<file path="config.mk">
export PLATFORM = sky130hd
export DESIGN_NAME = minibus_master_ctrl
export DESIGN_NICKNAME = d
export VERILOG_FILES = /design/src/rtl/minibus_pkg.sv /design/src/rtl/minibus_load_align.sv /design/src/rtl/minibus_master_ctrl.sv
export SDC_FILE = /design/constraint.sdc
export NUM_CORES = 1
export LEC_CHECK = 0
export CELL_PAD_IN_SITES_DETAIL_PLACEMENT = 2
export CELL_PAD_IN_SITES_GLOBAL_PLACEMENT = 2
export CORE_ASPECT_RATIO = 1.25
export CORE_MARGIN = 8
export CORE_UTILIZATION = 27
export CTS_BUF_LIST = sky130_fd_sc_hd__clkbuf_2 sky130_fd_sc_hd__clkbuf_4 sky130_fd_sc_hd__clkbuf_8
export DETAILED_ROUTE_END_ITERATION = 8
export PLACE_DENSITY = 0.88
export SYNTH_ARGS = -nofsm -noshare
export SYNTH_HDL_FRONTEND = slang
export SYNTH_HIERARCHICAL = 1
export SYNTH_SLANG_ARGS = --single-unit
</file>
<file path="constraint.sdc">
create_clock -name clk -period 4.2 [get_ports clk]
set_input_delay 0.42 -clock clk [delete_from_list [all_inputs] [get_ports clk]]
set_output_delay 0.42 -clock clk [all_outputs]
set_load 0.02 [all_outputs]
</file>
<file path="src/rtl/minibus_pkg.sv">
// Shared Mini-Bus definitions: bus widths, width encodings, master FSM states
// and the alignment rule for CPU-side commands.
package minibus_pkg;

  localparam int MB_ADDR_WIDTH = 32;
  localparam int MB_DATA_WIDTH = 32;

  localparam logic [1:0] MB_WIDTH_BYTE = 2'b00;
  localparam logic [1:0] MB_WIDTH_HALF = 2'b01;
  localparam logic [1:0] MB_WIDTH_WORD = 2'b10;

  typedef enum logic [1:0] {
    IDLE = 2'b00,
    REQ  = 2'b01,
    RESP = 2'b10
  } master_state_t;

  // Width 11 is illegal and is reported through the same error path as misalignment.
  function automatic logic mb_misaligned(input logic [1:0] addr, input logic [1:0] width);
    return (width == 2'b11)
        || ((width == MB_WIDTH_HALF) && addr[0])
        || ((width == MB_WIDTH_WORD) && (addr != 2'b00));
  endfunction

endpackage

</file>
<file path="src/rtl/minibus_load_align.sv">
// Selects the addressed byte/half-word from a full bus word and sign- or
// zero-extends it; word accesses pass straight through.
module minibus_load_align
  import minibus_pkg::*;
(
  input  logic [MB_DATA_WIDTH-1:0] rdata_i,
  input  logic [1:0]               addr_i,
  input  logic [2:0]               width_i,
  output logic [MB_DATA_WIDTH-1:0] data_o
);

  logic [7:0]  byte_v;
  logic [15:0] half_v;
  logic        zext;

  always_comb begin
    byte_v = rdata_i[{addr_i, 3'b000} +: 8];
    half_v = rdata_i[{addr_i[1], 4'b0000} +: 16];
    zext   = width_i[2];
    unique case (width_i[1:0])
      MB_WIDTH_BYTE: data_o = {{24{byte_v[7] & ~zext}}, byte_v};
      MB_WIDTH_HALF: data_o = {{16{half_v[15] & ~zext}}, half_v};
      default:       data_o = rdata_i;
    endcase
  end

endmodule

</file>
<file path="src/rtl/minibus_master_ctrl.sv">
// Single-outstanding Mini-Bus master: latches one CPU load/store, issues it on
// the bus with timeout, and holds the extended response until the CPU takes it.
module minibus_master_ctrl
  import minibus_pkg::*;
#(
  parameter int ADDR_WIDTH     = MB_ADDR_WIDTH,
  parameter int DATA_WIDTH     = MB_DATA_WIDTH,
  parameter int TIMEOUT_CYCLES = 16
) (
  input  logic                  clk,
  input  logic                  rst,
  input  logic                  cmd_valid,
  output logic                  cmd_ready,
  input  logic                  cmd_wen,
  input  logic [ADDR_WIDTH-1:0] cmd_addr,
  input  logic [DATA_WIDTH-1:0] cmd_wdata,
  input  logic [2:0]            cmd_width,
  output logic                  rsp_valid,
  input  logic                  rsp_ready,
  output logic [DATA_WIDTH-1:0] rsp_rdata,
  output logic                  rsp_err,
  output logic                  rsp_timeout,
  output logic                  bus_wen,
  output logic                  bus_ren,
  output logic [ADDR_WIDTH-1:0] bus_addr,
  output logic [DATA_WIDTH-1:0] bus_wdata,
  output logic [1:0]            bus_width,
  input  logic                  bus_ack,
  input  logic                  bus_err,
  input  logic [DATA_WIDTH-1:0] bus_rdata
);

  localparam int              CW     = $clog2(TIMEOUT_CYCLES + 1);
  localparam logic [CW-1:0]   TO_LIM = CW'(TIMEOUT_CYCLES);

  master_state_t         state_q, state_d;
  logic [CW-1:0]         cnt_q, cnt_d;
  logic [ADDR_WIDTH-1:0] addr_q, addr_d;
  logic [DATA_WIDTH-1:0] wdata_q, wdata_d;
  logic [2:0]            width_q, width_d;
  logic                  wen_q, wen_d;
  logic                  bus_wen_q, bus_wen_d;
  logic                  bus_ren_q, bus_ren_d;
  logic [DATA_WIDTH-1:0] rdata_q, rdata_d;
  logic                  err_q, err_d;
  logic                  to_q, to_d;
  logic [DATA_WIDTH-1:0] load_data;

  minibus_load_align u_align (
    .rdata_i (bus_rdata),
    .addr_i  (addr_q[1:0]),
    .width_i (width_q),
    .data_o  (load_data)
  );

  always_ff @(posedge clk or posedge rst) begin
    if (rst) begin
      state_q   <= IDLE;
      cnt_q     <= '0;
      addr_q    <= '0;
      wdata_q   <= '0;
      width_q   <= '0;
      wen_q     <= 1'b0;
      bus_wen_q <= 1'b0;
      bus_ren_q <= 1'b0;
      rdata_q   <= '0;
      err_q     <= 1'b0;
      to_q      <= 1'b0;
    end else begin
      state_q   <= state_d;
      cnt_q     <= cnt_d;
      addr_q    <= addr_d;
      wdata_q   <= wdata_d;
      width_q   <= width_d;
      wen_q     <= wen_d;
      bus_wen_q <= bus_wen_d;
      bus_ren_q <= bus_ren_d;
      rdata_q   <= rdata_d;
      err_q     <= err_d;
      to_q      <= to_d;
    end
  end

  always_comb begin
    state_d   = state_q;
    cnt_d     = cnt_q;
    addr_d    = addr_q;
    wdata_d   = wdata_q;
    width_d   = width_q;
    wen_d     = wen_q;
    bus_wen_d = bus_wen_q;
    bus_ren_d = bus_ren_q;
    rdata_d   = rdata_q;
    err_d     = err_q;
    to_d      = to_q;
    unique case (state_q)
      IDLE: begin
        if (cmd_valid) begin
          addr_d  = cmd_addr;
          wdata_d = cmd_wdata;
          width_d = cmd_width;
          wen_d   = cmd_wen;
          rdata_d = '0;
          to_d    = 1'b0;
          if (mb_misaligned(cmd_addr[1:0], cmd_width[1:0])) begin
            err_d   = 1'b1;
            state_d = RESP;
          end else begin
            err_d     = 1'b0;
            cnt_d     = '0;
            bus_wen_d = cmd_wen;
            bus_ren_d = ~cmd_wen;
            state_d   = REQ;
          end
        end
      end
      REQ: begin
        if (bus_ack || bus_err) begin
          bus_wen_d = 1'b0;
          bus_ren_d = 1'b0;
          err_d     = bus_err;
          rdata_d   = (bus_err || wen_q) ? '0 : load_data;
          state_d   = RESP;
        end else begin
          cnt_d = cnt_q + 1'b1;
          if (cnt_d == TO_LIM) begin
            bus_wen_d = 1'b0;
            bus_ren_d = 1'b0;
            err_d     = 1'b1;
            to_d      = 1'b1;
            state_d   = RESP;
          end
        end
      end
      RESP: begin
        if (rsp_ready) begin
          rdata_d = '0;
          err_d   = 1'b0;
          to_d    = 1'b0;
          state_d = IDLE;
        end
      end
      default: state_d = IDLE;
    endcase
  end

  assign cmd_ready   = (state_q == IDLE);
  assign rsp_valid   = (state_q == RESP);
  assign rsp_rdata   = rdata_q;
  assign rsp_err     = err_q;
  assign rsp_timeout = to_q;
  assign bus_wen     = bus_wen_q;
  assign bus_ren     = bus_ren_q;
  assign bus_addr    = addr_q;
  assign bus_wdata   = wdata_q;
  assign bus_width   = width_q[1:0];

endmodule

</file>
# == After elaboration in Yosys (flattened, before gate mapping) ==
# Cells that the tools add are included.
# totals
ff_bits,111
word_cells,83
out_inout_bits,104
in_bits,106
# classes
bitwise_logic,4
n_eq_ne,14
n_reduce_logical,18
muxes,33
n_addsub,1
shifts,2
# ops
operator,count
$mux W32,4
$pmux W32 S3,1
$pmux W32 S2,1
$shiftx A32 B6 Y16,1
$shiftx A32 B6 Y8,1
$reduce_and A4 Y1,4
$mux W5,3
$mux W1,13
$mux W2,5
$ne A2 B2 Y1 const B,5
$pmux W5 S2,1
$eq A2 B1 Y1 const B,3
$eq A2 B2 Y1 const B,3
$pmux W1 S3,2
$pmux W2 S3,1
$add A5 B1 Y5 const B,1
$eq A5 B5 Y1 const B,1
$reduce_and A5 Y1,1
$logic_not A2 Y1,2
$logic_or A1 B1 Y1,4
$pmux W1 S2,2
$reduce_bool A2 Y1,2
$ne A3 B3 Y1 const B,1
$reduce_and A3 Y1,1
6 further kinds,9

# == Logic depth before layout (Yosys ltp) ==
# Gate-level depths: netlist of run 1.
# depth
ltp_word,7
mapped_depth,9
ltp_nobuf,6

# == Hierarchy ==
# Netlist of run 1, hierarchy kept.
# by_module_without_submodules
module,area_per_inst_um2,seq_area_each_um2,instances,cells_per_inst
minibus_master_ctrl,4643.2,2777.7,1,371
minibus_load_align,714.4,0.0,1,117

# == Worst setup path after synthesis of run 1 ==
# OpenSTA, ideal clock, no wires.
# synth_path
path_type,register to register
startpoint,reg state_q[0]
endpoint,reg err_q (netlist: rsp_err)
arrival_time_ns,1.882
slack_ns,2.191
synth_period_minus_slack_ns,2.009
path_stages_with_launch,8
required_time_ns,4.072
setup_time_ns,0.128
path_buffers,1
cell_sequence,dfrtp_1 inv_1 ha_1 buf_6 nor2b_4 or3_4 a211oi_1 mux2_1
# synth_between
elab_chain_cells,3
word_cells_on_any_way,9
classes_between,5 x eq/ne; 1 x mux; 3 x reduce/logical
# synth_lines
item,line_no,rtl
"start, declared",minibus_master_ctrl.sv:36,"master_state_t state_q, state_d;"
"start signal, assigned",minibus_master_ctrl.sv:70,state_q <= state_d;
$logic_not A2 Y1 (*),-,
net cmd_ready,minibus_master_ctrl.sv:13,"output logic cmd_ready,"
$ne A2 B2 Y1 (no source line) or $reduce_bool A3 Y1 (tied branches),-,
$reduce_and A4 Y1 (no source line),-,
"end signal, assigned",minibus_master_ctrl.sv:79,err_q <= err_d;
"end, declared",minibus_master_ctrl.sv:45,"logic err_q, err_d;"
# The timed path passes the listed nets; every way through them passes the cells marked *.
# A chain may end at the register's enable or synchronous reset.

# == Final worst setup path of run 1 ==
# layout_path
startpoint,reg width_q[1]
endpoint,out bus_width[1]
# layout_rtl
item,line_no,rtl
"start, declared",minibus_master_ctrl.sv:40,"logic [2:0] width_q, width_d;"
"start signal, assigned",minibus_master_ctrl.sv:74,width_q <= width_d;
"end, declared",minibus_master_ctrl.sv:27,"output logic [1:0] bus_width,"
# No word-level cell between the ends.

==> results.md, run 1 <==
| Parameter | Value | Unit |
|:---|:---|:---|
| Outcome | finished, final reports clean | - |
| Largest stage delay on the critical path | 0.80 | ns |
| Height of the die | 173 | um |
| Post-route antenna net violation count | 0 | - |
| Antenna violations before repair | 0 | - |
| Ratio of cells with drive above 1 in the final layout | 17.5 | % |
| Combinational group share of total power | 56.1 | % |
| Die W | 142 | um |
| Minimum setup slack in the final design | 1.56 | ns |
| Sequential power share | 32.1 | % |
| Dominant synthesized flop cell | dfrtp_1 | - |
| Nets in the synthesized netlist | 598 | - |
| Number of register bits inferred by synthesis | 111 | - |
| Area fraction in compound gates after synthesis | 13.0 | % |
| Post-Place Worst Slack | 1.59 | ns |
| Maximum fanout along the worst path | 24 | - |
| Path type of the worst min-delay path | input port to async pin | - |
| Highest ir drop seen on vdd | 0.321 | mV |
| Total power consumption of the routed design | 5.60 | mW |
| Post-DP HPWL | 15.7 | mm |
| Number of warnings reported in the yosys synthesis log | 6 | - |
| Largest cells by area after synthesis | dfrtp_1 (52%), mux2_2 (16%), o21ai_0 (3.4%), nand3_1 (3.0%), inv_1 (2.7%) | - |
| Required time of the critical path | 3.78 | ns |
| Post-route DRC | 0 | - |
| Sequential fraction of the synthesis area | 51.8 | % |
| # rows | 57 | - |
| Kind of start point of the critical path | register | - |
| Clock tree from TritonCTS | built | - |
| Number of cells traversed by the worst register-to-register path | 6 | - |
| Pwr dens | 713 | nW/um2 |
| Worst clock skew on the final layout | 0.0115 | ns |
| Maximum clock path buffer count | 2 | - |
| H-tree level count | 3 | - |
| Synth top area share | 51.8 | % |
| Total Wirelength | 20.1 | mm |
| Post-synthesis simple-gate area fraction | 10.9 | % |
| Max_cap viols | 0 | - |
| Final setup vio count | 0 | - |
| Post-synthesis xor/xnor area fraction | 0 | % |
| Layout Nets | 790 | - |
| Net Switching | 2.41 | mW |
| Dominant combinational cell family by area after synthesis | multiplexers | - |
| Setup repair after global routing missed its margin | false | - |
| Clock Tree Root | clkbuf_8 | - |
| Slew margin rel. | 37.0 | % |
| Timing-limited maximum frequency | 0.378 | GHz |
| Layout overhead on the synthesized area | 46.8 | % |
| Reported leakage power | 3.11 | nW |
| Buffer count from post-CTS setup fixing | 0 | - |
| Die area | 24600 | um2 |
| Post-CTS resize count | 0 | - |
| GRT Total Usage | 16.5 | % |
| Routability cong. | 0.862 | - |
| CTS sink cnt | 111 | - |
| Number of failing hold endpoints at the final stage | 0 | - |
| Vias per inst | 4.88 | - |
| Clock share of power | 11.9 | % |
| Post-detailed-route wirelength per cell | 21.2 | um |
| Final-report max-slew violation count | 0 | - |
| Total grt overflow | 0 | - |
| Crit path kind | register to primary output | - |
| Fraction of synthesis flops using an asynchronous set or reset pin | 100 | % |
| Quantity of hold-fixing buffers added after cts | 0 | - |
| Arithmetic-cell share of the synthesized area counting full adders, half adders and majority gates | 0.934 | % |
| Via count of the first global-routing pass | 5392 | - |
| Worst r2r dst | rsp_rdata[22] | - |
| Arrival @ worst endpoint | 2.22 | ns |
| Largest net degree at the start of global routing | 71 | - |
| Crit path capture | bus_width[1] | - |
| Input/output buffers | 209 | - |
| Setup slack on the worst flop-to-flop path | 1.62 | ns |
| Ordered list of cells on the worst path | buf_4, clkdlybuf4s50_1 | - |
| Initial Utilization | 27.5 | % |
| Insertion delay of the later-clocked pin in the worst-skew pair | 0.39 | ns |
| Timing startpoint of the critical path | width_q[1] | - |
| Post-synth cell types | 54 | - |
| Mux cell area share after synthesis | 17.4 | % |
| Post-synthesis cell count | 488 | - |
| Sort of element at the end of the critical path | primary output | - |
| Period utilisation layout | 62.9 | % |
| Combined area of all synthesized cells | 5360 | um2 |
| Number of buffers added by the clock tree synthesis step | 9 | - |
| First-pass GRT wire length | 31.8 | mm |
| DR pass1 iterations | 4 | - |
| Reg-to-reg startpoint | bus_addr[1] | - |
| Measured slew at the worst slew-check pin | 0.944 | ns |
| Number of top-level pins | 210 | - |
| Post-synthesis average cell area | 11.0 | um2 |
| Core Area | 19500 | um2 |
| Crit-path slowest cell | dfrtp_1 | - |
| Cell-internal power | 3.20 | mW |
| Final total negative setup slack | 0 | ns |
| Worst-path clk slew | 0.11 | ns |
| Switching part of the total power | 43.0 | % |
| Post-layout minimum cycle time | 2.64 | ns |
| Post-synthesis cell type with the largest combined area | dfrtp_1 | - |
| Number of flops mapped to enable cells by yosys | 0 | - |
| Iteration-0 DRC Markers | 152 | - |
| Vias | 4643 | - |
==> state kept, by name, summed over array words and instances, names as in the netlist <==
register     flops
width_q          3
bus_wdata       32
rsp_err          1
rsp_timeout      1
rsp_rdata       32
bus_ren          1
state_q          2
bus_wen          1
wen_q            1
bus_addr        32
cnt_q            5
==> final cells by class <==
cell class	instances	area (um2)
timing repair buffer	214	2130
multi-input combinational	306	2270
tap	265	332
sequential	111	2780
inverter	38	145
clock inverter	4	36.3
clock buffer	12	165
antenna	1	2.50
fill	2036	11600
==> cells by family (layout without fill, tap and decap cells) <==
family | count (synthesis) | count (layout)
flops | 111 | 111
fa+ha+maj | 4 | 4
compound gates | 111 | 111
other cells | 0 | 1
mux | 83 | 83
simple gates | 108 | 108
buf+inv | 71 | 268
==> power by group through the flow <==
stage | logic, mW | clock network [mW] | registers [mW]
floorplan | 1.48 | 0 | 2.17
global placement | 3.05 | 0 | 1.78
detailed placement | 3.18 | 0 | 1.82
CTS | 3.20 | 0.703 | 1.81
global route | 3.37 | 0.730 | 1.86
finish | 3.14 | 0.665 | 1.80
==> critical path: cells and delay by family (launching register included) <==
family	cells	cell delay, ns
buffers and inverters	2	1.04
flip-flops	1	0.80
==> through the flow <==
stage / instance area, um2 / hold WS (ns) / cells / utilization [%]
after CTS: 7860 / 0.435 / 950 / 40.4
after global routing: 7860 / 0.447 / 950 / 40.4
after floorplan: 5360 / 0.480 / 488 / -
after global placement: 7660 / 0.478 / 934 / 39.3
after detailed placement: 7660 / 0.477 / 934 / 39.3
final: 7860 / 0.419 / 951 / 40.4
==> cell usage after synthesis, types with 2 or more instances <==
cell type,n
inv_1,38
nor3_1,9
mux2_2,78
a31oi_1,3
nor2b_1,11
nand2_1,32
a22oi_1,8
buf_6,3
ha_1,4
a211oi_1,2
and2_1,4
a21boi_0,2
a21oi_2,10
o21ai_0,36
buf_4,2
o21ai_1,4
nand3_1,32
nand2b_1,3
o211ai_1,6
buf_2,16
a21oi_1,24
clkbuf_1,10
nor2_1,4
a2bb2oi_1,2
dfrtp_1,111
mux2i_1,4
a21o_1,2
o22ai_1,2
==> layout by cell type (no fill, tap or decap), types with 2 or more instances in the layout <==
cell,n
a211oi_1,2
a21boi_0,2
a21o_1,2
a21oi_1,24
a21oi_2,10
a22oi_1,8
a2bb2oi_1,2
a31oi_1,3
and2_1,4
buf_4,5
clkbuf_8,12
clkdlybuf4s50_1,209
dfrtp_1,111
ha_1,4
inv_1,37
mux2_2,78
mux2i_1,4
nand2_1,31
nand2b_1,3
nand3_1,32
nor2_1,4
nor2b_1,11
nor3_1,8
o211ai_1,6
o21ai_0,36
o21ai_1,4
o22ai_1,2
==> how the worst min path moves through the flow <==
stage / startpoint / to / slack [ns] / cells after the start
2_1_floorplan: wen_q / wen_q / 0.48 / 1
3_3_place_gp: rsp_timeout / rsp_timeout / 0.48 / 1
3_5_place_dp: rsp_err / rsp_err / 0.48 / 1
4_1_cts: rst / bus_wdata[28] / 0.43 / 2
5_1_grt: rst / bus_wdata[28] / 0.45 / 2
6_report: rst / bus_wdata[28] / 0.42 / 2
==> layer usage <==
metal | up-vias | track usage, % | routed length [um]
met2 | 196 | 28.3 | 10100
met5 | - | 0 | 0
met4 | 0 | 6.46 | 518
li1 | 2080 | - | -
met3 | 26 | 6.09 | 1840
met1 | 2341 | 18.2 | 7710
Note: power is estimated with default switching activity, not from simulation.
==> inputs of run 2 (changes only) <==
--- a/config.mk
+++ b/config.mk
@@ -9,10 +9,10 @@
 export CELL_PAD_IN_SITES_GLOBAL_PLACEMENT = 2
 export CORE_ASPECT_RATIO = 1.25
 export CORE_MARGIN = 8
-export CORE_UTILIZATION = 27
+export CORE_UTILIZATION = 25
 export CTS_BUF_LIST = sky130_fd_sc_hd__clkbuf_2 sky130_fd_sc_hd__clkbuf_4 sky130_fd_sc_hd__clkbuf_8
 export DETAILED_ROUTE_END_ITERATION = 8
-export PLACE_DENSITY = 0.88
+export PLACE_DENSITY = 0.85
 export SYNTH_ARGS = -nofsm -noshare
 export SYNTH_HDL_FRONTEND = slang
 export SYNTH_HIERARCHICAL = 1
==> constraint.sdc (replaced) <==
create_clock -name clk -period 2.35 [get_ports clk]
set_input_delay 0.235 -clock clk [delete_from_list [all_inputs] [get_ports clk]]
set_output_delay 0.235 -clock clk [all_outputs]
set_load 0.02 [all_outputs]
==> run 2 against run 1 <==
Net effect: via count shrank 2.5%; die area increased by 7.2%; critical path type unchanged; clock skew increased by 0.0059 ns; highest routed layer is now met5; total power grew 82%; largest power group unchanged; non-clock buffer count up 13; register-to-register slack got worse by 1.4 ns; setup slack worse by 1.4 ns; flip-flop and latch count stayed put; sequential power up 72%.
==> results.md, run 2 (same netlist as run 1, synthesis figures left out) <==
| Parameter | Value | Unit |
|:---|:---|:---|
| Net Switching | 4.28 | mW |
| Initial Utilization | 25.1 | % |
| Iteration-0 DRC Markers | 95 | - |
| Core Area | 21300 | um2 |
| Sequential power share | 30.4 | % |
| Die area | 26400 | um2 |
| Area of combinational cells with multiple inputs | 2270 | um2 |
| Buffer count from post-CTS setup fixing | 0 | - |
| Largest net degree at the start of global routing | 64 | - |
| Quantity of hold-fixing buffers added after cts | 0 | - |
| Most frequent standard cell in the layout excluding fill and tap cells | clkdlybuf4s50_1 | - |
| Cell-internal power | 5.91 | mW |
| Minimum setup slack in the final design | 0.138 | ns |
| WHS | 0.236 | ns |
| Vias | 4526 | - |
| Reported leakage power | 3.20 | nW |
| Worst clock skew on the final layout | 0.0174 | ns |
| Final setup vio count | 0 | - |
| Post-route DRC | 0 | - |
| Post-route antenna net violation count | 0 | - |
| Setup repair after global routing missed its margin | false | - |
| Antenna violations before repair | 1 | - |
| Total of fill cells in the finished design | 2325 | - |
| GRT Total Usage | 14.7 | % |
| Arrival @ worst endpoint | 1.98 | ns |
| Number of failing hold endpoints at the final stage | 0 | - |
| Maximum fanout along the worst path | 9 | - |
| Post-Place Worst Slack | 0.223 | ns |
| Total power consumption of the routed design | 10.2 | mW |
| Routability cong. | 0.756 | - |
| Height of the die | 180 | um |
| Clock Tree Root | clkbuf_8 | - |
| Total grt overflow | 0 | - |
| Post-detailed-route wirelength per cell | 19.9 | um |
| Total Wirelength | 19.4 | mm |
| # rows | 60 | - |
| Ratio of cells with drive above 1 in the final layout | 18.9 | % |
| Post-CTS resize count | 0 | - |
| Die W | 147 | um |
| Worst-path clk slew | 0.12 | ns |
| Clock tree from TritonCTS | built | - |
| Kind of start point of the critical path | register | - |
| Number of top-level pins | 210 | - |
| Vias per inst | 4.64 | - |
| Final total negative setup slack | 0 | ns |
| Maximum clock path buffer count | 2 | - |
| Number of buffers added by the clock tree synthesis step | 9 | - |
| Clock share of power | 12.2 | % |
| First-pass GRT wire length | 30.6 | mm |
| CTS sink cnt | 111 | - |
| Timing startpoint of the critical path | state_q[0] | - |
| Highest ir drop seen on vdd | 0.552 | mV |
| Post-DP HPWL | 15.2 | mm |
| Timing-limited maximum frequency | 0.452 | GHz |
| Input/output buffers | 209 | - |
| Pwr dens | 1260 | nW/um2 |
| Top library cells by usage in the layout, fill and taps aside | clkdlybuf4s50_1 (209), dfrtp_1 (111), mux2_2 (78) | - |
| Sort of element at the end of the critical path | primary output | - |
| Slew margin rel. | 65.2 | % |
| Measured slew at the worst slew-check pin | 0.521 | ns |
| Path type of the worst min-delay path | input port to async pin | - |
| Combinational group share of total power | 57.3 | % |
| DR pass1 iterations | 4 | - |
| Final-report max-slew violation count | 0 | - |
| Layout Nets | 803 | - |
| Insertion delay of the later-clocked pin in the worst-skew pair | 0.38 | ns |
| Crit path kind | register to primary output | - |
| Required time of the critical path | 2.12 | ns |
| H-tree level count | 3 | - |
| Period utilisation layout | 94.1 | % |
| Register area | 2780 | um2 |
| Outcome | finished, final reports clean | - |
| Post-layout minimum cycle time | 2.21 | ns |
| Layout overhead on the synthesized area | 50.5 | % |
| Reg-to-reg startpoint | state_q[0] | - |
| Max_cap viols | 0 | - |
| Via count of the first global-routing pass | 5276 | - |
| ANT cells | 0 | - |
| Switching part of the total power | 42.0 | % |
[run 2: layout make-up]
class,instances,share of cell area [%]
clock buffer,9,1.54
clock inverter,6,0.947
inverter,38,1.82
multi-input combinational,306,28.2
sequential,111,34.5
tap,279,4.33
timing repair buffer,227,28.7
[run 2: layer usage]
layer,routed length (um),vias up,track usage [%]
li1,-,2102,-
met1,7420,2252,15.6
met2,9840,151,25.9
met3,1830,19,6.18
met4,321,2,4.25
met5,12,-,0
[run 2: power by group through the flow]
stage	logic (mW)	clock network (mW)	registers, mW
after global routing	6.29	1.37	3.21
after global placement	5.82	0	3.10
after detailed placement	5.94	0	3.16
final	5.85	1.25	3.10
after CTS	5.97	1.32	3.13
after floorplan	2.64	0	3.87
[run 2: worst max-delay path, cell delays in order (launching register included)]
cell             delay (ns)
dfrtp_1                0.42
inv_1                  0.11
ha_1                   0.37
clkdlybuf4s50_1        0.70
[run 2: final timing paths]
kind                                      end  slack (ns)  depth (start not counted)
worst max-delay path                cmd_ready        0.14                          3
worst min-delay path             bus_wdata[1]        0.24                          2
worst max register to register        rsp_err        0.22                          6
worst min register to register  bus_wdata[12]        0.51                          1
max in group asynchronous            cnt_q[3]        1.51                          3
min in group clk                 bus_addr[10]        0.45                          2
[run 2: through the flow]
step	std cells	instance area, um2	util (%)
2_1_floorplan	488	5360	-
3_3_place_gp	961	7860	36.9
3_5_place_dp	961	7860	36.9
4_1_cts	976	8060	37.8
5_1_grt	976	8060	37.8
6_report	976	8060	37.8
==> RTL edit: new RTL, config.mk and constraints of run 1 <==
The parameter `TIMEOUT_CYCLES` goes from 16 to 64.
--- a/src/rtl/minibus_master_ctrl.sv
+++ b/src/rtl/minibus_master_ctrl.sv
@@ -6,5 +6,5 @@
   parameter int ADDR_WIDTH     = MB_ADDR_WIDTH,
   parameter int DATA_WIDTH     = MB_DATA_WIDTH,
-  parameter int TIMEOUT_CYCLES = 16
+  parameter int TIMEOUT_CYCLES = 64
 ) (
   input  logic                  clk,
Check against the original RTL: same outputs for any inputs over 4 cycles, from zero or initial values and one cycle with rst high; that may be too few to reach the edited logic, so the function may still have changed.
==> RTL edit against run 1 <==
Critical path depth rose by 1; largest cell class unchanged; synthesized area rose by 2.3%; setup slack got worse by 0.0052 ns; final area rose by 4.6%; core utilization rose by 0.70 points; hold slack improved by 0.090 ns; power rose by 8.2%; sequential cell count rose by 2; sequential share of layout area fell by 0.96 points; maximum frequency fell by 0.20%; wire length rose by 4.9%.
==> RTL edit: results (changes against run 1) <==
Synthesis
  – Post-Syn Area per Cell: 10.9 um2 (was 11.0 um2)
  – List of most frequent post-synthesis cells: 113 x dfrtp_1, 78 x mux2_2, 38 x inv_1 (was 111 x dfrtp_1, 78 x mux2_2, 38 x inv_1)
  – Sequential fraction of the synthesis area: 0.516 (was 0.518)
  – Dominant cells by area after synthesis: dfrtp_1 52%, mux2_2 16%, o21ai_0 3.4% (unchanged)
  – Synthesized net count: 614 (was 598)

Final layout
  – Share of cells above drive strength 1: 0.192 (was 0.175)
  – Nets: 815 (was 790)

Clocking
  – Num CTS Buffers: 17 (was 9)
  – H-tree levels: 4 (was 3)
  – CTS clk-pin slew, worst paths: 0.08 ns (was 0.11 ns)

Routing
  – Vias per inst: 4.80 (was 4.88)
  – Vias: 4753 (was 4643)
  – Wire per inst: 21.4 um (was 21.2 um)
  – Detailed Route Iter0 Violations: 188 (was 152)
  – Met3 wire len: 1930 um (was 1840 um)
  – WL met2: 11100 um (was 10100 um)

Placed design
  – Post-DP HPWL: 15900 um (was 15700 um)
  – GPL Wtd Cong: 0.843 (was 0.862)
  – Placed Cells incl. Taps: 956 (was 934)

Pwr
  – Worst vdd ir: 0.345 mV (was 0.321 mV)
  – Leak pwr: 3.27 nW (was 3.11 nW)

Setup path
  – CP peak stage delay: 0.71 ns (was 0.80 ns)
  – CP max stage cell: clkdlybuf4s50_1 (was dfrtp_1)
  – Worst setup path startpoint: state_q[0] (was width_q[1])

GRT
  – Antenna violations before repair: 3 (was 0)
  – Overall routing resource usage: 0.172 (was 0.165)
  – First-pass GRT wire length: 33100 um (was 31800 um)

Timing
  – Setup Skew: 0.0197 ns (was 0.0115 ns)
  – Slew HR: 0.316 (was 0.370)

Outcome
  – Status: finished, final reports clean (unchanged)

Min path
  – Hold Path Class: flop to flop (was input pin to async pin)
[RTL edit: kinds of logic (layout without fill, tap and decap cells)]
kind of cell,count (synthesis),count (layout),synth area share
AO/OA/AOI/OAI,117,117,0.138
adder cells (fa/ha/maj),4,4,0.00913
buffers and inverters,72,286,0.0582
flip-flops,113,113,0.516
multiplexers,81,81,0.166
other,0,2,0
AND/OR/NAND/NOR,117,117,0.113
[RTL edit: area by class of cell]
cell class,instances,area (um2)
Inverter,39,149
Clock inverter,15,196
Sequential cell,113,2830
Multi-Input combinational cell,319,2340
Tap cell,270,338
Clock buffer,17,234
Antenna cell,2,5.00
Fill cell,2151,11800
Timing Repair Buffer,215,2140
[RTL edit: where the power goes]
part,internal (mW),switching [mW]
clock network,0.607,0.541
logic,1.42,1.69
registers,1.48,0.318
[RTL edit: final timing paths]
kind	end	cells past startpoint	slack (ns)
max reg2reg	rsp_rdata[29]	6	1.63
max	cmd_ready	3	1.55
min in group asynchronous	bus_addr[30]	2	0.56
min	bus_wdata[10]	1	0.51
max in group asynchronous	bus_wdata[0]	3	2.73
min reg2reg	bus_wdata[10]	1	0.51
[RTL edit: stage by stage]
stage                      util  cell area (um2)  worst slack [ns]
after floorplan               -             5480             0.793
after global placement    0.389             7790              1.72
after detailed placement  0.389             7790              1.65
after CTS                 0.411             8220              1.54
after global routing      0.411             8230              1.44
final                     0.411             8230              1.55
[RTL edit: per-layer routing]
metal / global-route usage / up-vias
met3: 0.0837 / 32
met1: 0.170 / 2384
met5: 0 / -
met2: 0.303 / 152
li1: - / 2183
met4: 0.0646 / 2
